===== src/rtl/fifo_drain_if.sv =====
// Handshake bundle between fifo_drain, its upstream FIFO and the downstream consumer.
// The master side is the drain block itself; the slave side is the environment around it.
interface fifo_drain_if #(
  parameter int DATA_W = 32,
  parameter int CNT_W  = 16
);
  logic              fifo_empty;
  logic [DATA_W-1:0] fifo_data;
  logic              fifo_pop;
  logic              out_valid;
  logic              out_ready;
  logic [DATA_W-1:0] out_data;
  logic [CNT_W-1:0]  words_sent;
  logic              busy;

  modport master (
    input  fifo_empty, fifo_data, out_ready,
    output fifo_pop, out_valid, out_data, words_sent, busy
  );

  modport slave (
    output fifo_empty, fifo_data, out_ready,
    input  fifo_pop, out_valid, out_data, words_sent, busy
  );
endinterface


===== src/rtl/fifo_drain.sv =====
// Drains an upstream zero-latency FIFO through a 2-entry skid buffer into a
// valid/ready stream, counting delivered words with a saturating counter.
module fifo_drain #(
  parameter int DATA_W = 32,
  parameter int CNT_W  = 16
) (
  input  logic          clk,
  input  logic          reset,
  fifo_drain_if.master  bus
);

  typedef enum logic [1:0] {
    EMPTY = 2'd0,
    ONE   = 2'd1,
    FULL  = 2'd2
  } state_e;

  state_e            state_q, state_d;
  logic [DATA_W-1:0] head_q, head_d;
  logic [DATA_W-1:0] tail_q, tail_d;
  logic [CNT_W-1:0]  sent_q, sent_d;
  logic              push;
  logic              hs;

  assign push = bus.fifo_pop;
  assign hs   = bus.out_valid && bus.out_ready;

  // NOTE: sequential state uses non-blocking assignments so every flop samples
  // the pre-edge values of its neighbours regardless of statement order.
  always_ff @(posedge clk) begin
    if (reset) begin
      // NOTE: the buffer entries are reset as well, because out_data must read 0
      // after reset; larger storage arrays are normally left unreset.
      state_q <= EMPTY;
      head_q  <= '0;
      tail_q  <= '0;
      sent_q  <= '0;
    end else begin
      state_q <= state_d;
      head_q  <= head_d;
      tail_q  <= tail_d;
      sent_q  <= sent_d;
    end
  end

  always_comb begin
    // NOTE: every signal gets a hold default first so no path leaves it
    // unassigned, which would otherwise infer a latch.
    state_d = state_q;
    head_d  = head_q;
    tail_d  = tail_q;
    unique case (state_q)
      EMPTY: begin
        if (push) begin
          head_d  = bus.fifo_data;
          state_d = ONE;
        end
      end
      ONE: begin
        // A push and a handshake on the same edge replace the head in place.
        if (push && hs) begin
          head_d = bus.fifo_data;
        end else if (push) begin
          tail_d  = bus.fifo_data;
          state_d = FULL;
        end else if (hs) begin
          state_d = EMPTY;
        end
      end
      FULL: begin
        if (hs) begin
          head_d  = tail_q;
          state_d = ONE;
        end
      end
      default: state_d = EMPTY;
    endcase
  end

  always_comb begin
    sent_d = sent_q;
    if (hs && (sent_q != {CNT_W{1'b1}})) begin
      sent_d = sent_q + CNT_W'(1);
    end
  end

  // Pop is blocked at FULL even when the consumer is ready, keeping out_ready
  // off the path to fifo_pop.
  always_comb begin
    bus.out_valid = (state_q != EMPTY);
    bus.fifo_pop  = !reset && !bus.fifo_empty && (state_q != FULL);
    bus.busy      = (state_q != EMPTY) || !bus.fifo_empty;
  end

  assign bus.out_data   = head_q;
  assign bus.words_sent = sent_q;

endmodule


===== src/flat_wrapper.sv =====
// flat-port wrapper written by rule: the top's interface ports become plain ports
module fifo_drain_flat 
#(
  parameter int DATA_W = 32,
  parameter int CNT_W  = 16
)
  (clk, reset, bus_fifo_empty, bus_fifo_data, bus_out_ready, bus_fifo_pop, bus_out_valid, bus_out_data, bus_words_sent, bus_busy);
  fifo_drain_if #(.DATA_W(DATA_W), .CNT_W(CNT_W)) bus_i ();
  input  logic clk;
  input  logic reset;
  input wire logic [$bits(bus_i.fifo_empty)-1:0] bus_fifo_empty;
  input wire logic [$bits(bus_i.fifo_data)-1:0] bus_fifo_data;
  input wire logic [$bits(bus_i.out_ready)-1:0] bus_out_ready;
  output wire logic [$bits(bus_i.fifo_pop)-1:0] bus_fifo_pop;
  output wire logic [$bits(bus_i.out_valid)-1:0] bus_out_valid;
  output wire logic [$bits(bus_i.out_data)-1:0] bus_out_data;
  output wire logic [$bits(bus_i.words_sent)-1:0] bus_words_sent;
  output wire logic [$bits(bus_i.busy)-1:0] bus_busy;
  assign bus_i.fifo_empty = bus_fifo_empty;
  assign bus_i.fifo_data = bus_fifo_data;
  assign bus_i.out_ready = bus_out_ready;
  assign bus_fifo_pop = bus_i.fifo_pop;
  assign bus_out_valid = bus_i.out_valid;
  assign bus_out_data = bus_i.out_data;
  assign bus_words_sent = bus_i.words_sent;
  assign bus_busy = bus_i.busy;
  fifo_drain #(.DATA_W(DATA_W), .CNT_W(CNT_W)) u_core (.clk(clk), .reset(reset), .bus(bus_i));
endmodule

===== config.mk =====
export PLATFORM = sky130hd
export DESIGN_NAME = fifo_drain_flat
export DESIGN_NICKNAME = d
export VERILOG_FILES = /design/src/rtl/fifo_drain_if.sv /design/src/rtl/fifo_drain.sv /design/src/flat_wrapper.sv
export SDC_FILE = /design/constraint.sdc
export NUM_CORES = 1
export LEC_CHECK = 0
export ABC_AREA = 1
export BUFFER_PORTS_ARGS = -buffer_cell sky130_fd_sc_hd__buf_2
export CAP_MARGIN = 20
export CORE_AREA = 8 8 100 102
export CTS_CLUSTER_SIZE = 28
export DETAILED_ROUTE_END_ITERATION = 6
export DIE_AREA = 0 0 108 110
export GPL_ROUTABILITY_DRIVEN = 0
export PLACE_DENSITY = 0.67
export SKIP_LAST_GASP = 1
export SLEW_MARGIN = 5
export SYNTH_ARGS = -nofsm -noshare
export SYNTH_HDL_FRONTEND = slang
export SYNTH_SLANG_ARGS = --single-unit
export TNS_END_PERCENT = 10

===== constraint.sdc =====
create_clock -name clk -period 1.5 [get_ports clk]
set_input_delay 0.15 -clock clk [delete_from_list [all_inputs] [get_ports clk]]
set_output_delay 0.15 -clock clk [all_outputs]
set_load 0.005 [all_outputs]

==> run summary <==
worst slew pin tran = 385 ps
Crit path depth = 7
io pins = 87
clock slew at reported path FFs = 90 ps
Via density = 4.85
YS warnings = 0
XOR/XNOR share of the synthesized area = 0.00239
First-pass DRT Iterations = 4
syn nets = 555
Final Max Slew Viols = 0
Max Fclk = 699 MHz
FF-to-FF path depth = 7
# diodes = 0
Critical Path Start Type = flip-flop
DR vias = 3469
latest clock arrival within the worst-skew pair = 350 ps
post-synthesis sequential area ratio = 0.447
Initial Utilization = 0.433
leak pwr = 1.95 nW
CTS tree = done
H-tree depth = 3
Largest delay share family, worst path = buffers and inverters
commonest non-fill, non-tap cell in the layout = nor2_1
Hold Path Cell Cnt = 2
Final ANT Viol Nets = 0
Multi-input gate area = 1670 sq um
Synth Area in Compound Gates = 0.207
# setup viols final = 0
unrepaired setup endpoints after global routing = true
synthesis-to-finish area growth = 20.1%
DP Cell Count = 700
Nets = 640
initial antenna violation count = 0
routed len/inst = 12.0 microns
slowest cell on the critical path = dfxtp_1
Pwr Total = 0.00437 W
class of the most critical setup path = reg -> reg
total core area = 8470 sq um
outcome = completed
largest family of logic cells by synthesized area = simple AND/OR/NAND/NOR gates
CTS Buffer Depth = 2
Synth Register Bits = 82
commonest cells after routing, fill and taps aside = nor2_1, o21ai_0, buf_2
Avg Cell Area, Syn = 7.08 sq um
simple-gate area share of the yosys netlist = 0.237
pwr/cell area = 993 nW/um^2
peak supply drop = 0.000623 V
Netlist cell types = 26
die area = 11900 sq um
DIE HEIGHT = 110 microns
row count = 34
global route overflow = 0
Synth Cell Area = 3670 sq um
adder-cell share of the synthesized area = 0.00341
fill cell count = 857
# DRC = 0
CTS Sinks = 82
crit-path max FO = 20
Worst setup EP type = flip-flop
max incr delay on CP = 340 ps
Synth Instances = 518
Max transition margin = 0.743
global-route wire length before repair = 14100 microns
crit path DAT = 1660 ps
Hold WC Path Type = in -> reg
vias in the first global route = 3179
maxcap violations = 0
hold_ws = 78.8 ps
GRT Util Overall = 0.145
Placement Cell Area = 4220 sq um
Post-Route Setup TNS = 0 ps
Iter 0 DRT Violations = 126
Critical path buffers and inverters = 2
Final Skew = 16.2 ps
layout cells sized above 1 = 0.234
mux cell area share after synthesis = 0
clk root buf = clkbuf_8
die width = 108 microns
Non-Filler Cell Area, Final = 4400 sq um
Final HPWL DP = 6180 microns
largest net degree at the start of global routing = 52
buffers added on ports = 86
Hold Fails Final Rpt = 0
cell breakdown of the critical path = ha_1 > nand3_1 > inv_1 > nand4_2 > buf_4 > a21oi_1 > nor2_1
Layout Cells excl Fill = 715
minimum clock period = 1430 ps
total CTS buffers = 9
WP data required = 1730 ps
period utilization = 0.953
FF/Latch Area = 1640 sq um
final WL = 8560 microns
-- Yosys cell counts --
master | instances | area, sq um
nand3_1 | 18 | 90.1
ha_1 | 1 | 12.5
inv_2 | 5 | 18.8
buf_6 | 7 | 78.8
clkbuf_1 | 9 | 33.8
o21ai_1 | 10 | 50.1
nand2_1 | 74 | 278
nor2_2 | 2 | 12.5
buf_2 | 9 | 45.0
xor2_1 | 1 | 8.76
buf_4 | 4 | 30.0
inv_1 | 43 | 161
and2_1 | 1 | 6.26
o21ai_2 | 3 | 26.3
a31oi_1 | 1 | 6.26
dfxtp_1 | 82 | 1640
nor2_1 | 98 | 368
nand2_4 | 3 | 33.8
inv_4 | 1 | 6.26
o21ai_0 | 88 | 440
nor3_1 | 2 | 10.0
nand4_1 | 4 | 25.0
nor2_4 | 3 | 33.8
a21oi_1 | 47 | 235
nand4_2 | 1 | 12.5
buf_1 | 1 | 3.75
-- worst paths after layout --
check | from | to | slack (ps)
max | u_core.bus.words_sent[0] | u_core.bus.words_sent[8] | 70
min | reset | u_core.bus.words_sent[14] | 80
max reg2reg | u_core.bus.words_sent[0] | u_core.bus.words_sent[8] | 70
min reg2reg | u_core.tail_q[8] | u_core.tail_q[8] | 450
-- worst reg2reg max path: cells and delay by family (launching register included) --
family	cells	cell delay [ps]
DFF	1	340
adders and majority gates	1	180
and+or+nand+nor	3	290
buffers and inverters	2	350
AOI/OAI and AO/OA	1	150
-- flip-flops by register name, summed over array words and instances, names as in the netlist --
register,count
u_core.tail_q,32
u_core.bus.words_sent,16
u_core.bus.out_data,32
u_core.state_q,2
-- per-layer routing --
| layer | part of all wire | GRT usage | up-vias |
|---|---|---|---|
| met1 | 0.46 | 0.176 | 1537 |
| met5 | 0 | 0 | - |
| li1 | - | - | 1836 |
| met2 | 0.46 | 0.238 | 85 |
| met3 | 0.061 | 0.0395 | 11 |
| met4 | 0.014 | 0.0595 | 0 |
-- logic make-up after synthesis --
family	Yosys count
compound gates	149
flops	82
xor+xnor	1
simple gates	206
fa+ha+maj	1
buf+inv	79
-- timing repair --
action / 4_1_cts / 5_1_grt
hold endpoints to repair: 0 / 0
endpoints found under the setup margin: 0 / 45
hold buffers: 0 / 0
gates resized for setup: 0 / 4
buffers inserted: 0 / 0
-- final cells by class --
| cell class | instances | share of cell area |
|---|---|---|
| Inverter | 49 | 0.0429 |
| Multi-Input combinational cell | 357 | 0.378 |
| Sequential cell | 82 | 0.373 |
| Timing Repair Buffer | 104 | 0.137 |
| Tap cell | 108 | 0.0307 |
| Clock buffer | 10 | 0.0313 |
| Clock inverter | 5 | 0.00710 |
-- through the flow --
stage / setup slack [ps] / utilization
after global routing: -61.1 / 0.520
after CTS: 7.38 / 0.519
after detailed placement: 27.6 / 0.499
after floorplan: 118 / -
final: 70.0 / 0.520
after global placement: 88.8 / 0.499
-- power breakdown --
group / internal [W] / total [W] / switching, W
clock: 0.000632 / 0.00141 / 0.000782
sequential: 0.00230 / 0.00235 / 0.0000545
combinational: 0.000257 / 0.000605 / 0.000348
total: 0.00319 / 0.00437 / 0.00119
Power figures use the tool's default switching activity.
